## config.mk

```make
export PLATFORM = sky130hd
export DESIGN_NAME = wash_phase_responder
export DESIGN_NICKNAME = d
export VERILOG_FILES = /design/src/rtl/wash_pkg.sv /design/src/rtl/wash_phase_responder_timer.sv /design/src/rtl/wash_phase_responder.sv
export SDC_FILE = /design/constraint.sdc
export NUM_CORES = 1
export LEC_CHECK = 0
export BUFFER_PORTS_ARGS = -buffer_cell sky130_fd_sc_hd__buf_4
export CAP_MARGIN = 20
export CORE_MARGIN = 10
export CORE_UTILIZATION = 51
export CTS_CLUSTER_SIZE = 25
export DETAILED_ROUTE_END_ITERATION = 12
export HOLD_SLACK_MARGIN = 0.02
export PLACE_DENSITY = 0.83
export SYNTH_ARGS = -nofsm -noshare
export SYNTH_HDL_FRONTEND = slang
export SYNTH_SLANG_ARGS = --single-unit
```

## constraint.sdc

```tcl
create_clock -name i_clk -period 1.9 [get_ports i_clk]
set_input_delay 0.19 -clock i_clk [delete_from_list [all_inputs] [get_ports i_clk]]
set_output_delay 0.19 -clock i_clk [all_outputs]
set_load 0.03 [all_outputs]
```

## src/rtl/wash_pkg.sv

```systemverilog
// wash_pkg
//   Shared definitions for the wash phase responder: the FSM state
//   encoding and the default phase durations. The durations are in clock cycles.
package wash_pkg;

  typedef enum logic [2:0] {
    IDLE  = 3'd0,
    FILL  = 3'd1,
    WASH  = 3'd2,
    RINSE = 3'd3,
    DRAIN = 3'd4,
    DONE  = 3'd5,
    FAULT = 3'd6
  } state_t;

  localparam int CNT_W_DEF        = 16;
  localparam int FILL_TIMEOUT_DEF = 64;
  localparam int WASH_CYCLES_DEF  = 200;
  localparam int RINSE_CYCLES_DEF = 100;
  localparam int DRAIN_CYCLES_DEF = 50;

endpackage

```

## src/rtl/wash_phase_responder_timer.sv

```systemverilog
// phase_timer
//   Cycle counter for the timed wash phases.
//   Ports:
//     i_clk     clock, rising edge
//     i_reset   synchronous active-low reset, clears the count
//     i_clr     clear the count (state change); wins over i_en
//     i_en      count this cycle (timed state)
//     i_limit   phase length in cycles for the current state
//     o_cnt     cycles spent so far in the current state
//     o_expire  high on the last cycle of the phase (o_cnt == i_limit-1)
module phase_timer
  import wash_pkg::*;
#(
  parameter int CNT_W = CNT_W_DEF
) (
  input  logic             i_clk,
  input  logic             i_reset,
  input  logic             i_clr,
  input  logic             i_en,
  input  logic [CNT_W-1:0] i_limit,
  output logic [CNT_W-1:0] o_cnt,
  output logic             o_expire
);

  logic [CNT_W-1:0] r_cnt;

  // Saturates at all-ones instead of wrapping.
  always_ff @(posedge i_clk) begin
    if (!i_reset) begin
      r_cnt <= '0;
    end else if (i_clr) begin
      r_cnt <= '0;
    end else if (i_en && (r_cnt != {CNT_W{1'b1}})) begin
      r_cnt <= r_cnt + CNT_W'(1);
    end
  end

  assign o_cnt    = r_cnt;
  assign o_expire = (r_cnt == (i_limit - CNT_W'(1)));

endmodule

```

## src/rtl/wash_phase_responder.sv

```systemverilog
// wash_phase_responder
//   Responder side of the controller's ready/done wash handshake. Latches the
//   loaded rack slots on acceptance, then sequences FILL -> WASH -> RINSE ->
//   DRAIN with timed phases and reports done (or fault on a fill timeout).
//   Ports:
//     i_clk          clock, rising edge
//     i_reset        synchronous active-low reset
//     i_ready        wash request level from the controller
//     i_slot_mask    loaded-slot flags, sampled on acceptance only
//     i_level_ok     tub-full sensor
//     o_out_slot     per-slot spray enables (WASH, RINSE)
//     o_fill_valve   FILL
//     o_heater       WASH
//     o_pump         WASH, RINSE
//     o_drain_valve  DRAIN, FAULT
//     o_busy         any state but IDLE
//     o_done         DONE
//     o_fault        FAULT
module wash_phase_responder
  import wash_pkg::*;
#(
  parameter int CNT_W        = CNT_W_DEF,
  parameter int FILL_TIMEOUT = FILL_TIMEOUT_DEF,
  parameter int WASH_CYCLES  = WASH_CYCLES_DEF,
  parameter int RINSE_CYCLES = RINSE_CYCLES_DEF,
  parameter int DRAIN_CYCLES = DRAIN_CYCLES_DEF
) (
  input  logic       i_clk,
  input  logic       i_reset,
  input  logic       i_ready,
  input  logic [3:0] i_slot_mask,
  input  logic       i_level_ok,
  output logic [3:0] o_out_slot,
  output logic       o_fill_valve,
  output logic       o_heater,
  output logic       o_pump,
  output logic       o_drain_valve,
  output logic       o_busy,
  output logic       o_done,
  output logic       o_fault
);

  state_t           r_state;
  state_t           w_state_next;
  logic [3:0]       r_mask;
  logic [CNT_W-1:0] w_limit;
  logic             w_clr;
  logic             w_en;
  logic             w_expire;
  // The FSM only needs the expire flag; the raw count is left for observation.
  logic [CNT_W-1:0] w_cnt_unused;

  always_ff @(posedge i_clk) begin
    if (!i_reset) begin
      r_state <= IDLE;
      r_mask  <= '0;
    end else begin
      r_state <= w_state_next;
      if (r_state == IDLE && i_ready) begin
        r_mask <= i_slot_mask;
      end
    end
  end

  always_comb begin
    w_state_next = r_state;
    case (r_state)
      IDLE: begin
        if (i_ready) begin
          w_state_next = (i_slot_mask == 4'd0) ? DONE : FILL;
        end
      end
      FILL: begin
        // Abort first, then a full tub beats a simultaneous timeout.
        if (!i_ready)        w_state_next = DRAIN;
        else if (i_level_ok) w_state_next = WASH;
        else if (w_expire)   w_state_next = FAULT;
      end
      WASH: begin
        if (!i_ready)      w_state_next = DRAIN;
        else if (w_expire) w_state_next = RINSE;
      end
      RINSE: begin
        if (!i_ready || w_expire) w_state_next = DRAIN;
      end
      DRAIN: begin
        // Once draining, the phase always runs its full length.
        if (w_expire) w_state_next = DONE;
      end
      DONE, FAULT: begin
        if (!i_ready) w_state_next = IDLE;
      end
      default: w_state_next = IDLE;
    endcase
  end

  always_comb begin
    w_limit = '0;
    case (r_state)
      FILL:    w_limit = CNT_W'(FILL_TIMEOUT);
      WASH:    w_limit = CNT_W'(WASH_CYCLES);
      RINSE:   w_limit = CNT_W'(RINSE_CYCLES);
      DRAIN:   w_limit = CNT_W'(DRAIN_CYCLES);
      default: w_limit = '0;
    endcase
  end

  assign w_clr = (w_state_next != r_state);
  assign w_en  = (r_state == FILL) || (r_state == WASH) ||
                 (r_state == RINSE) || (r_state == DRAIN);

  phase_timer #(
    .CNT_W (CNT_W)
  ) u_timer (
    .i_clk    (i_clk),
    .i_reset  (i_reset),
    .i_clr    (w_clr),
    .i_en     (w_en),
    .i_limit  (w_limit),
    .o_cnt    (w_cnt_unused),
    .o_expire (w_expire)
  );

  assign o_out_slot    = (r_state == WASH || r_state == RINSE) ? r_mask : 4'd0;
  assign o_fill_valve  = (r_state == FILL);
  assign o_heater      = (r_state == WASH);
  assign o_pump        = (r_state == WASH) || (r_state == RINSE);
  assign o_drain_valve = (r_state == DRAIN) || (r_state == FAULT);
  assign o_busy        = (r_state != IDLE);
  assign o_done        = (r_state == DONE);
  assign o_fault       = (r_state == FAULT);

endmodule

```

==> key figures <==
Status
  – Status: finished, violations left
  – Failing checks: setup timing

Yosys
  – Top FF cell, synth: dfxtp_1
  – Compound-Gate Fraction of Synth Area: 0.1579
  – Synthesized area: 0.001514 sq mm
  – Synthesized Nets: 199
  – Sequential share of the synthesized area: 0.3041
  – Synthesized-area fraction occupied by adder cells: 0.008264
  – Synth Area in XOR/XNOR: 0.1099
  – Mux cell area share after synthesis: 0.04298
  – #FFs+latches synth: 23
  – Synth Warn #: 0
  – Post-synthesis average cell area: 7.968 sq um
  – Largest family of logic cells by synthesized area: simple AND/OR/NAND/NOR gates
  – Post-synth EDFFs: 0
  – Simple-gate share of the synthesized area: 0.3347
  – Post-synth cell types: 52
  – Cells after Synth: 190
  – Ys async rst share: 0

Die
  – Num ports: 19
  – Initial Utilization: 0.5397
  – Die Wd: 74.49 microns
  – Core area: 0.002805 sq mm
  – Cell Rows: 19
  – Die area: 0.005548 sq mm
  – Die Ht: 74.49 microns

GRT
  – Initial antenna violation count: 0
  – Number of global-route vias before repair: 1391
  – GRT Residual Overflow: 0
  – Global-route wire length before repair: 6354 microns
  – Largest net degree at the start of global routing: 17
  – Gr usage total: 0.1427

Detailed routing
  – WL final: 4243 microns
  – Post-DRT Antenna Nets: 0
  – Initial DRC Count: 158
  – DR vias: 1547
  – DR DRC count: 0
  – Wirelength per Cell: 15.66 microns
  – First drt pass iteration count: 4
  – Routed vias/inst: 5.708

Critical path
  – Reg2Reg Depth: 8
  – Top cell by count, worst path: a21oi_1
  – Delay of the slowest cell on the worst path: 520 ps
  – Slowest stage cell on the critical path: or4_1
  – Critical path launch point type: register
  – Worst-path maximum fanout: 16
  – Reg2reg end: u_timer.o_cnt[12]
  – CP endpoint: u_timer.o_cnt[12]
  – Critical Path, Cell by Cell: buf_4, nand2b_1, nor3_1, or4_1, a21oi_1, o21ai_4, buf_12, a21oi_1
  – Setup crit end kind: register
  – Crit. Startpoint: r_state[2]
  – Arrival time worst endpoint: 2220 ps
  – R2R setup slack: -70 ps
  – Buf+Inv Stages, Crit Path: 2
  – Crit path max-delay family: simple AND/OR/NAND/NOR gates
  – Worst r2r src: r_state[2]
  – Instance count on the critical path: 8
  – WP data required: 2150 ps
  – Setup CP Type: reg -> reg

Clocking
  – Htree depth: 1
  – Num CTS Buffers: 3
  – Clock slew at reported path FFs: 130 ps
  – Clk Latency, worst-skew pair: 330 ps
  – CTS tree: built
  – Root Buffer: clkbuf_4
  – CTS Sinks: 23
  – Clock buffer depth: 2
  – # hold bufs at CTS: 0

Power and ir drop
  – Power density over cell area: 527.0 mW/mm^2
  – VDD IR max: 0.4460 mV
  – Leak: 0.8576 nW

Layout
  – Fin nets: 250
  – Share of cells above drive strength 1: 0.3667
  – Area grow syn2layout: 36.45%
  – Number of filler cells placed in the layout: 196
  – Diodes inserted: 0
  – Post-route cell area: 0.002066 sq mm

Flow run
  – Max Cap Violations: 0

STA
  – Worst Tran Pin Value: 456.2 ps
  – Slew Limit Headroom: 0.6938
  – FMAX: 508.9 MHz
  – Final Hold Fails: 0
  – RSZ-0062 raised after global routing: true
  – Fin crit share: 1.034
  – Final setup viols: 17
  – Final worst slack: -65.09 ps
  – Minimum clock period: 1965 ps
  – Clock Skew: 7.128 ps
  – Fin Setup TNS: -295.5 ps
  – Pins over their slew limit: 0

Place
  – Placed inst area: 0.001898 sq mm
  – DP HPWL: 3019 microns
  – GPL Wtd Cong: 0.9302
  – PortBufs: 18

Worst hold path
  – Critical hold path startpoint: i_slot_mask[0]
  – HP Class: in -> reg
-- what timing repair did --
action / 4_1_cts / 5_1_grt
setup buffers: 2 / 3
endpoints found under the setup margin: 18 / 18
pin swaps: 9 / 5
resized for setup: 21 / 6
-- logic make-up (layout without fill, tap and decap cells) --
group,count (synthesis),count (layout)
adder cells (fa/ha/maj),1,1
buffers and inverters,12,62
flip-flops,23,23
AND/OR/NAND/NOR,96,96
AO/OA/AOI/OAI,33,33
XOR/XNOR,19,19
multiplexers,6,6
-- worst min path at each step --
stage | to | cells after the start
global route | r_mask[0] | 3
detailed placement | r_mask[3] | 2
CTS | r_state[2] | 3
floorplan | r_mask[0] | 1
global placement | r_mask[1] | 3
finish | r_mask[0] | 3
-- state kept, by name (all words and copies together), names as in the netlist --
register,count
r_state,3
u_timer.o_cnt,16
r_mask,4
-- power breakdown --
group	total (W)	switching, W	leakage (nW)	internal, W
registers	0.000518	0.0000200	0.192	0.000498
logic	0.000335	0.000173	0.650	0.000162
clock network	0.000236	0.000153	0.0150	0.0000825
-- tightest hold or removal path, stage by stage --
cell	delay, ps
buf_4	80
mux2i_1	60
nor2b_1	100
-- synthesized netlist by cell type (2+ instances only) --
cell	number	area share
nand2_1	19	0.047
dfxtp_1	23	0.30
nor2_1	22	0.055
nand2b_1	6	0.025
inv_1	2	0.0050
o32ai_1	2	0.012
a22oi_1	2	0.0099
o21ai_0	4	0.013
and2_1	7	0.029
xor2_1	14	0.081
xnor2_1	5	0.029
nand4_1	3	0.012
nor2b_1	6	0.025
nor4_1	3	0.012
clkbuf_1	3	0.0074
nand3_1	9	0.030
nor3b_1	2	0.0099
nor3_1	4	0.013
or4_1	2	0.0099
a21oi_1	9	0.030
buf_2	3	0.0099
a31oi_1	3	0.012
and3_1	3	0.012
buf_4	2	0.0099
mux2i_1	5	0.033
-- cells in the final DEF, fill, tap and decap left out, drive strengths merged, types with 2 or more instances in the layout --
cell,Yosys,final
xnor2,5,5
nand2,19,19
nor2,24,24
or4,2,2
a31oi,3,3
nand4,3,3
nand2b,6,6
a211oi,2,2
inv,2,2
and2,8,8
and3,3,3
nor3,5,5
a21oi,9,9
buf,7,56
a21bo,2,2
o211ai,2,2
xor2,14,14
clkbuf,3,4
nor4,3,3
o32ai,2,2
o21ai,5,5
mux2i,5,5
dfxtp,23,23
nand3,9,9
nor3b,2,2
a22oi,3,3
nor2b,7,7
-- through the flow --
stage	cells	utilization	power [W]	hold slack [ps]	setup slack [ps]
4_1_cts	268	0.7141	0.001057	140.1	-6.034
5_1_grt	271	0.7364	0.001135	130.7	-194.2
2_1_floorplan	190	-	0.0007114	318.2	-4.329
6_report	271	0.7364	0.001089	139.7	-65.09
3_5_place_dp	262	0.6766	0.0008150	469.3	-178.5
3_3_place_gp	262	0.6766	0.0008058	463.7	-158.4
-- metal layers --
metal | wire length [microns] | vias to the layer above | track usage | share of wire
li1 | - | 769 | - | -
met1 | 1705 | 711 | 0.1720 | 0.40
met2 | 2146 | 53 | 0.2450 | 0.51
met3 | 275 | 14 | 0.02926 | 0.065
met4 | 116 | 0 | 0.05042 | 0.027
met5 | 0 | - | 0 | 0
-- cell type report --
class                      instances  area [sq um]  share of cell area
sequential                        23         479.2              0.2320
inverter                           2         7.507            0.003634
tap                               31         38.79             0.01878
multi-input combinational        155          1057              0.5118
clock buffer                       4         26.28             0.01272
timing repair buffer              56         456.7              0.2211
Power figures use the tool's default switching activity.
